File: config.mk
export PLATFORM = sky130hd
export DESIGN_NAME = stoch_mult_engine
export DESIGN_NICKNAME = d
export VERILOG_FILES = /design/src/rtl/stoch_mult_engine.sv
export SDC_FILE = /design/constraint.sdc
export NUM_CORES = 1
export LEC_CHECK = 0
export ABC_AREA = 1
export BUFFER_PORTS_ARGS = -buffer_cell sky130_fd_sc_hd__buf_2
export CAP_MARGIN = 10
export CORE_ASPECT_RATIO = 0.75
export CORE_MARGIN = 2
export CORE_UTILIZATION = 53
export DETAILED_ROUTE_END_ITERATION = 6
export GPL_TIMING_DRIVEN = 0
export PLACE_DENSITY = 0.75
export REMOVE_ABC_BUFFERS = 1
export SETUP_SLACK_MARGIN = 0.5
export SLEW_MARGIN = 15
export SYNTH_ARGS = -nofsm -noshare
export SYNTH_HDL_FRONTEND = slang
export SYNTH_SLANG_ARGS = --single-unit
File: constraint.sdc
create_clock -name clk -period 3.26 [get_ports clk]
set_input_delay 0.652 -clock clk [delete_from_list [all_inputs] [get_ports clk]]
set_output_delay 0.652 -clock clk [all_outputs]
set_load 0.005 [all_outputs]
File: src/rtl/stoch_mult_engine.sv
// Purpose: stochastic multiplier. Two LFSR-driven comparators turn PW-bit probabilities into
//          bit streams. The streams are ANDed (unipolar) or XNORed (bipolar) and the 1s are
//          counted over a 2^WIN_LOG2-bit window.
// Latency: result_valid rises 2^WIN_LOG2+2 cycles after the accept edge (2 fill + window).
// Backpressure: none. Results are never stalled. An unacknowledged result is overwritten
//          and the sticky overrun flag is set.
// Ports:   clk, rst_n (async active-HIGH reset), start/cont/mode/prob_a/prob_b (control and
//          operands), busy, result/result_valid/result_ack (result handshake), overrun.
module stoch_mult_engine #(
  parameter int          PW       = 4,
  parameter int          WIN_LOG2 = 7,
  parameter logic [30:0] SEED_A   = 31'd1,
  parameter logic [30:0] SEED_B   = 31'd2
) (
  input  logic                clk,
  input  logic                rst_n,
  input  logic                start,
  input  logic                cont,
  input  logic                mode,
  input  logic [PW-1:0]       prob_a,
  input  logic [PW-1:0]       prob_b,
  output logic                busy,
  output logic [WIN_LOG2:0]   result,
  output logic                result_valid,
  input  logic                result_ack,
  output logic                overrun
);

  localparam logic [1:0] S_IDLE = 2'd0;
  localparam logic [1:0] S_FILL = 2'd1;
  localparam logic [1:0] S_RUN  = 2'd2;

  localparam logic [WIN_LOG2-1:0] SAMP_ONE = {{(WIN_LOG2-1){1'b0}}, 1'b1};

  // x^31 + x^28 + 1, shift left, feedback enters at bit 0
  function automatic logic [30:0] f_lfsr_step(input logic [30:0] q);
    return {q[29:0], q[27] ^ q[30]};
  endfunction

  logic [1:0]          r_state;
  logic [30:0]         r_lfsr_a;
  logic [30:0]         r_lfsr_b;
  logic [PW-1:0]       r_op_a;
  logic [PW-1:0]       r_op_b;
  logic                r_mode;
  logic                r_s1_a;
  logic                r_s1_b;
  logic                r_s2_m;
  logic                r_fill;
  logic [WIN_LOG2-1:0] r_samp;
  logic [WIN_LOG2:0]   r_ones;
  logic [WIN_LOG2:0]   r_result;
  logic                r_valid;
  logic                r_overrun;

  logic                w_accept;
  logic                w_done;
  logic [WIN_LOG2:0]   w_sum;

  assign w_accept = (r_state == S_IDLE) && start;
  // The last sample of the window is being added on this edge
  assign w_done   = (r_state == S_RUN) && (r_samp == {WIN_LOG2{1'b1}});
  // Counter is one bit wider than the window index, so a full window of 1s fits without wrap
  assign w_sum    = r_ones + {{WIN_LOG2{1'b0}}, r_s2_m};

  // LFSRs and the two pipeline stages run every cycle regardless of state
  always_ff @(posedge clk or posedge rst_n) begin
    if (rst_n) begin
      r_lfsr_a <= SEED_A;
      r_lfsr_b <= SEED_B;
      r_s1_a   <= 1'b0;
      r_s1_b   <= 1'b0;
      r_s2_m   <= 1'b0;
    end else begin
      r_lfsr_a <= f_lfsr_step(r_lfsr_a);
      r_lfsr_b <= f_lfsr_step(r_lfsr_b);
      r_s1_a   <= (r_lfsr_a[PW-1:0] < r_op_a);
      r_s1_b   <= (r_lfsr_b[PW-1:0] < r_op_b);
      r_s2_m   <= r_mode ? ~(r_s1_a ^ r_s1_b) : (r_s1_a & r_s1_b);
    end
  end

  // Control FSM and window counters
  always_ff @(posedge clk or posedge rst_n) begin
    if (rst_n) begin
      r_state <= S_IDLE;
      r_op_a  <= '0;
      r_op_b  <= '0;
      r_mode  <= 1'b0;
      r_fill  <= 1'b0;
      r_samp  <= '0;
      r_ones  <= '0;
    end else begin
      case (r_state)
        S_IDLE: begin
          if (start) begin
            r_op_a  <= prob_a;
            r_op_b  <= prob_b;
            r_mode  <= mode;
            r_fill  <= 1'b0;
            r_samp  <= '0;
            r_ones  <= '0;
            r_state <= S_FILL;
          end
        end
        S_FILL: begin
          // S2 output during these two cycles still reflects stale operands
          if (r_fill) begin
            r_state <= S_RUN;
          end else begin
            r_fill <= 1'b1;
          end
        end
        S_RUN: begin
          r_ones <= w_sum;
          r_samp <= r_samp + SAMP_ONE;
          if (w_done) begin
            if (cont) begin
              r_op_a  <= prob_a;
              r_op_b  <= prob_b;
              r_mode  <= mode;
              r_fill  <= 1'b0;
              r_samp  <= '0;
              r_ones  <= '0;
              r_state <= S_FILL;
            end else begin
              r_state <= S_IDLE;
            end
          end
        end
        default: r_state <= S_IDLE;
      endcase
    end
  end

  // Result register, handshake and sticky overrun
  always_ff @(posedge clk or posedge rst_n) begin
    if (rst_n) begin
      r_result  <= '0;
      r_valid   <= 1'b0;
      r_overrun <= 1'b0;
    end else begin
      if (w_done) begin
        // Completion wins over a same-edge ack: the new result stays valid
        r_result <= w_sum;
        r_valid  <= 1'b1;
        if (r_valid && !result_ack) begin
          r_overrun <= 1'b1;
        end
      end else if (r_valid && result_ack) begin
        r_valid <= 1'b0;
      end
      // Accept only happens in IDLE, so it never coincides with a completion
      if (w_accept) begin
        r_overrun <= 1'b0;
      end
    end
  end

  assign busy         = (r_state == S_FILL) || (r_state == S_RUN);
  assign result       = r_result;
  assign result_valid = r_valid;
  assign overrun      = r_overrun;

endmodule
== Word level (Yosys, flattened, before mapping) ==
Cells that the tools add are included.
W data, S select, Z words.
Storage, ports and cells
  register bits: 102
  bits in latches: 0
  bits in writable memories: 0
  ROM bits: 0
  output and inout port bits: 11
  memories: 0
Operators by class
  add/subtract/negate cells: 2
  multiply operators: 0
  div/mod/pow operators: 0
  $lt $le $gt $ge: 2
  equal/unequal tests: 7
  shifts and indexed selects: 0
  muxes and demuxes: 35
  bitwise operators: 5
  reduce and logical (&&, ||, !) cells: 17
Operator list (number)
  $mux W4: 6
  $mux W8: 3
  $mux W7: 3
  $pmux W4 S2: 2
  $pmux W8 S2: 1
  $pmux W7 S2: 1
  $mux W1: 13
  $add A8 B1 Y8: 1
  $lt A4 B4 Y1: 2
  $ne A2 B2 Y1 const B: 4
  $reduce_and A4 Y1: 2
  $reduce_bool A2 Y1: 4
  $add A7 B1 Y7 const B: 1
  $eq A7 B7 Y1 const B: 1
  $mux W2: 3
  $pmux W2 S3: 1
  $logic_and A1 B1 Y1: 4
  $reduce_and A2 Y1: 2
  $pmux W1 S3: 1
  $reduce_and A3 Y1: 1
  $reduce_bool A3 Y1: 1
  $xor A1 B1 Y1: 3
  $eq A2 B1 Y1 const B: 1
  $eq A2 B2 Y1 const B: 1
  6 further kinds: 6

== Depth between registers and ports, before layout ==
  depth after elaboration: 5
  depth in mapped cells: 11

== Worst setup path before layout ==
No wires, ideal clock.
  path type: register to register
  start: register r_state[0]
  end: register r_samp[5]
  library setup time: 0.116 ns
  arrival: 1.418 ns
  required time: 3.144 ns
  slack: 1.726 ns
  stages on the path, launching flop included: 11
  path buffers: 1
  period minus slack after synthesis: 1.534 ns
  cell sequence: dfrtp_1 -> inv_1 -> ha_1 -> nand2_1 -> nand2_1 -> buf_4 -> nand3_2 -> nor2_1 -> nand2_1 -> nand2_1 -> nor2_1
Between the ends
  word-level cells in the longest chain between the ends: 4
Ends and longest elaborated chain
  from (decl): line 40  | logic [1:0] r_state;
  from (signal assigned): line 86  | r_state <= S_IDLE;
  from (signal assigned): line 103  | r_state <= S_FILL;
  from (signal assigned): line 109  | r_state <= S_RUN;
  $eq A2 B2 Y1: line 62, 94
  $logic_and A1 B1 Y1: line 62  | assign w_done = (r_state == S_RUN) && (r_samp == {WIN_LOG2{1'b1}});
  $mux W7: line 117  | if (w_done) begin
  $pmux W7 S2: line 94  | case (r_state)
  to (signal assigned): line 116  | r_samp <= r_samp + SAMP_ONE;
  to (decl): line 50  | logic [WIN_LOG2-1:0] r_samp;
Parallel ways exist; a longest one is shown, timed or not.
A chain may end at the register's enable or synchronous reset.

== Worst setup path after layout ==
  start: register r_state[0]
  end: register r_mode
Between the ends
  word-level cells in the longest chain between the ends: 4
Ends and longest elaborated chain
  $eq A2 B2 Y1: line 62, 94
  $logic_and A1 B1 Y1: line 62
  $ne A2 B2 Y1 (no source line)
  $reduce_and A4 Y1 (no source line)
  to (signal assigned): line 99  | r_mode <= mode;
  to (signal assigned): line 121  | r_mode <= mode;
  to (decl): line 45  | logic r_mode;
Parallel ways exist; a longest one is shown, timed or not.

==> results.json <==
{
  "first_global_vias": 2006,
  "outcome": "complete, no violations",
  "synth_top_family_by_area": "simple AND/OR/NAND/NOR gates",
  "route.detailed.drc": 0,
  "grt_max_degree": 59,
  "start_kind": "flop",
  "power_w": 0.00271,
  "layout-drive-gt1-share_pct": 15.4,
  "synthTopCellsByCount": "dfrtp_1, nand2_1, inv_1, ha_1, o21ai_0",
  "ys_seq_area_share_pct": 69.0,
  "yosys-top-cells-area": "dfrtp_1, nand2_1, ha_1, inv_1, o21ai_0",
  "cts.sinks": 102,
  "antenna_cells": 0,
  "core_region_area_sq_mm": 0.00680,
  "antenna_found_initial": 0,
  "ys_ff_latch": 102,
  "vias": 2092,
  "r2r_end": "r_mode",
  "cp.required_ns": 3.50,
  "pin_count": 25,
  "fin_crit_sh_pct": 61.7,
  "viasPerCell": 4.73,
  "wl_per_cell_microns": 12.4,
  "start_util_pct": 54.4,
  "cts_buffer_depth": 2,
  "reg2reg_slack_ns": 1.25,
  "synthMostInstantiatedCell": "dfrtp_1",
  "h-tree-depth": 3,
  "die_h_microns": 76.4,
  "yosys_warnings": 0,
  "synth-simple-area-share_pct": 15.3,
  "fin_nets": 383,
  "fin_skew_ns": 0.00617,
  "hold_viol": 0,
  "synthMuxAreaShare_pct": 0,
  "fp.dieW_microns": 100,
  "num_rows": 26,
  "p_leak_nw": 2.23,
  "dr.pass1.iters": 5,
  "relSlewSlack_pct": 63.6,
  "clock_latency_ns": 0.35,
  "worst_pin_slew_ns": 0.546,
  "cts_root_buffer": "clkbuf_8",
  "report.final.slew_viol_count": 0,
  "grt_usage_pct": 16.1,
  "async_reset_ff_share_pct": 100,
  "die-area_sq_mm": 0.00767,
  "cp.arrival_ns": 2.25,
  "ctsResizeCount": 0,
  "fin_tns_setup_ns": 0,
  "ant_nets": 0,
  "grt_pass1_wl_microns": 9450,
  "worstSetupPathType": "reg -> reg",
  "syn_to_final_growth_pct": 10.9,
  "ir_drop_v": 0.000273,
  "hold_class": "in -> async",
  "ys_types": 29,
  "timing.fmax_ghz": 0.497,
  "post-cts-setup-buffers": 0,
  "synthFlopType": "dfrtp_1",
  "synth_fa_ha_area_share_pct": 5.41,
  "synth.avg_cell_area_sq_um": 11.5,
  "worstSetupEndpointType": "flop",
  "synth_edf_count": 0,
  "power_density_mw_per_mm2": 661,
  "io_buffers": 24,
  "startpoint": "r_state[0]",
  "synth-compound-area-share_pct": 3.85,
  "rsz0062_at_grt": "no",
  "cts_tree": "built",
  "grt_overflow": 0,
  "syn_inst": 321,
  "setup_viol": 0,
  "drt_wl_total_microns": 5480,
  "hold_buffers": 0,
  "synth_top_area_cell": "dfrtp_1",
  "synth_top_area_share_pct": 67.6,
  "maxCapViolations": 0,
  "synth_area_sq_mm": 0.00370,
  "drt-initial-drc-count": 122,
  "synth_xor_area_share_pct": 1.89,
  "crit_end": "r_mode",
  "clkTransAtPathRegs_ns": 0.09,
  "reg2reg_from": "r_state[0]",
  "hpwl_microns": 3730,
  "final.fill_count": 533,
  "cts_buffers": 9,
  "critPathMaxFanout": 12,
  "place_congestion": 0.786,
  "min_period_ns": 2.01,
  "reg2regPathDepth": 8
}
stage by stage:
| stage | instance area [sq um] | util, % | std cells | hold WS [ns] | worst slack, ns |
|---|---|---|---|---|---|
| 3_5_place_dp | 3920 | 57.7 | 426 | 0.336 | 1.24 |
| 3_3_place_gp | 3890 | 57.3 | 425 | 0.333 | -0.980 |
| 5_1_grt | 4110 | 60.4 | 442 | 0.356 | 1.02 |
| 2_1_floorplan | 3670 | - | 317 | 0.331 | -0.0642 |
| 4_1_cts | 4110 | 60.4 | 442 | 0.352 | 1.23 |
| 6_report | 4110 | 60.4 | 442 | 0.350 | 1.25 |
where the power goes:
part	leakage [nW]	internal (W)	switching [W]	total, W
Sequential	1.39	0.00138	0.0000829	0.00146
Combinational	0.757	0.000184	0.000355	0.000540
Clock	0.0853	0.000288	0.000426	0.000714
state kept, by name, summed over array words and instances, names as in the netlist:
signal	count
overrun	1
r_ones	8
r_state	2
result	8
r_lfsr_a	31
r_s1_b	1
r_op_b	4
r_s1_a	1
r_op_a	4
r_mode	1
r_fill	1
result_valid	1
r_lfsr_b	31
r_s2_m	1
r_samp	7
worst min-delay path by stage:
stage                   endpoint  cells past startpoint
floorplan           r_lfsr_a[10]                      0
global placement    r_lfsr_b[15]                      0
detailed placement  r_lfsr_a[26]                      0
CTS                 r_lfsr_a[23]                      2
global route        r_lfsr_a[26]                      0
finish              r_lfsr_a[23]                      2
worst max-delay path, stage by stage, from the launching register on:
cell      delay (ns)
dfrtp_1         0.46
inv_1           0.10
ha_1            0.30
nand2_1         0.10
nand2_1         0.28
nand3_4         0.28
clkinv_2        0.22
nand2_1         0.11
nand2_1         0.05
layout by cell type, fill, tap and decap left out, drive strengths merged:
cell	instances
clkinv	3
nand2	99
a21oi	4
dfstp	2
o21ai	16
nand4	3
ha	16
or2	2
inv	36
xor2	7
clkbuf	9
nand3b	2
nand3	12
buf	25
nor2	13
a31oi	2
dfrtp	100
xnor2	1
clkinvlp	3
a21o	2
a21boi	1
per-layer routing:
metal | vias up | share of wire [%] | wire (microns) | global-route usage (%)
li1 | 1061 | - | - | -
met1 | 991 | 53 | 2880 | 23.5
met2 | 32 | 43 | 2340 | 22.8
met3 | 8 | 3.0 | 166 | 4.40
met4 | 0 | 1.7 | 93 | 6.99
met5 | - | 0 | 0 | 0
logic make-up after synthesis:
| kind of cell | Yosys count |
|---|---|
| AOI/OAI and AO/OA | 25 |
| xor gates and xnor gates | 8 |
| adders and majority gates | 16 |
| buffers and inverters | 39 |
| DFF | 102 |
| and+or+nand+nor | 131 |
final cells by class:
cell class                      instances  area (sq um)  area share (%)
Sequential cell                       102          2550            62.2
Timing Repair Buffer                   25           148            3.60
Multi-Input combinational cell        180           980            23.9
Clock inverter                          7          58.8            1.43
Clock buffer                            9           124            3.02
Inverter                               35           135            3.29
Tap cell                               84           105            2.56
No activity file was read; power rests on OpenSTA's default activity.
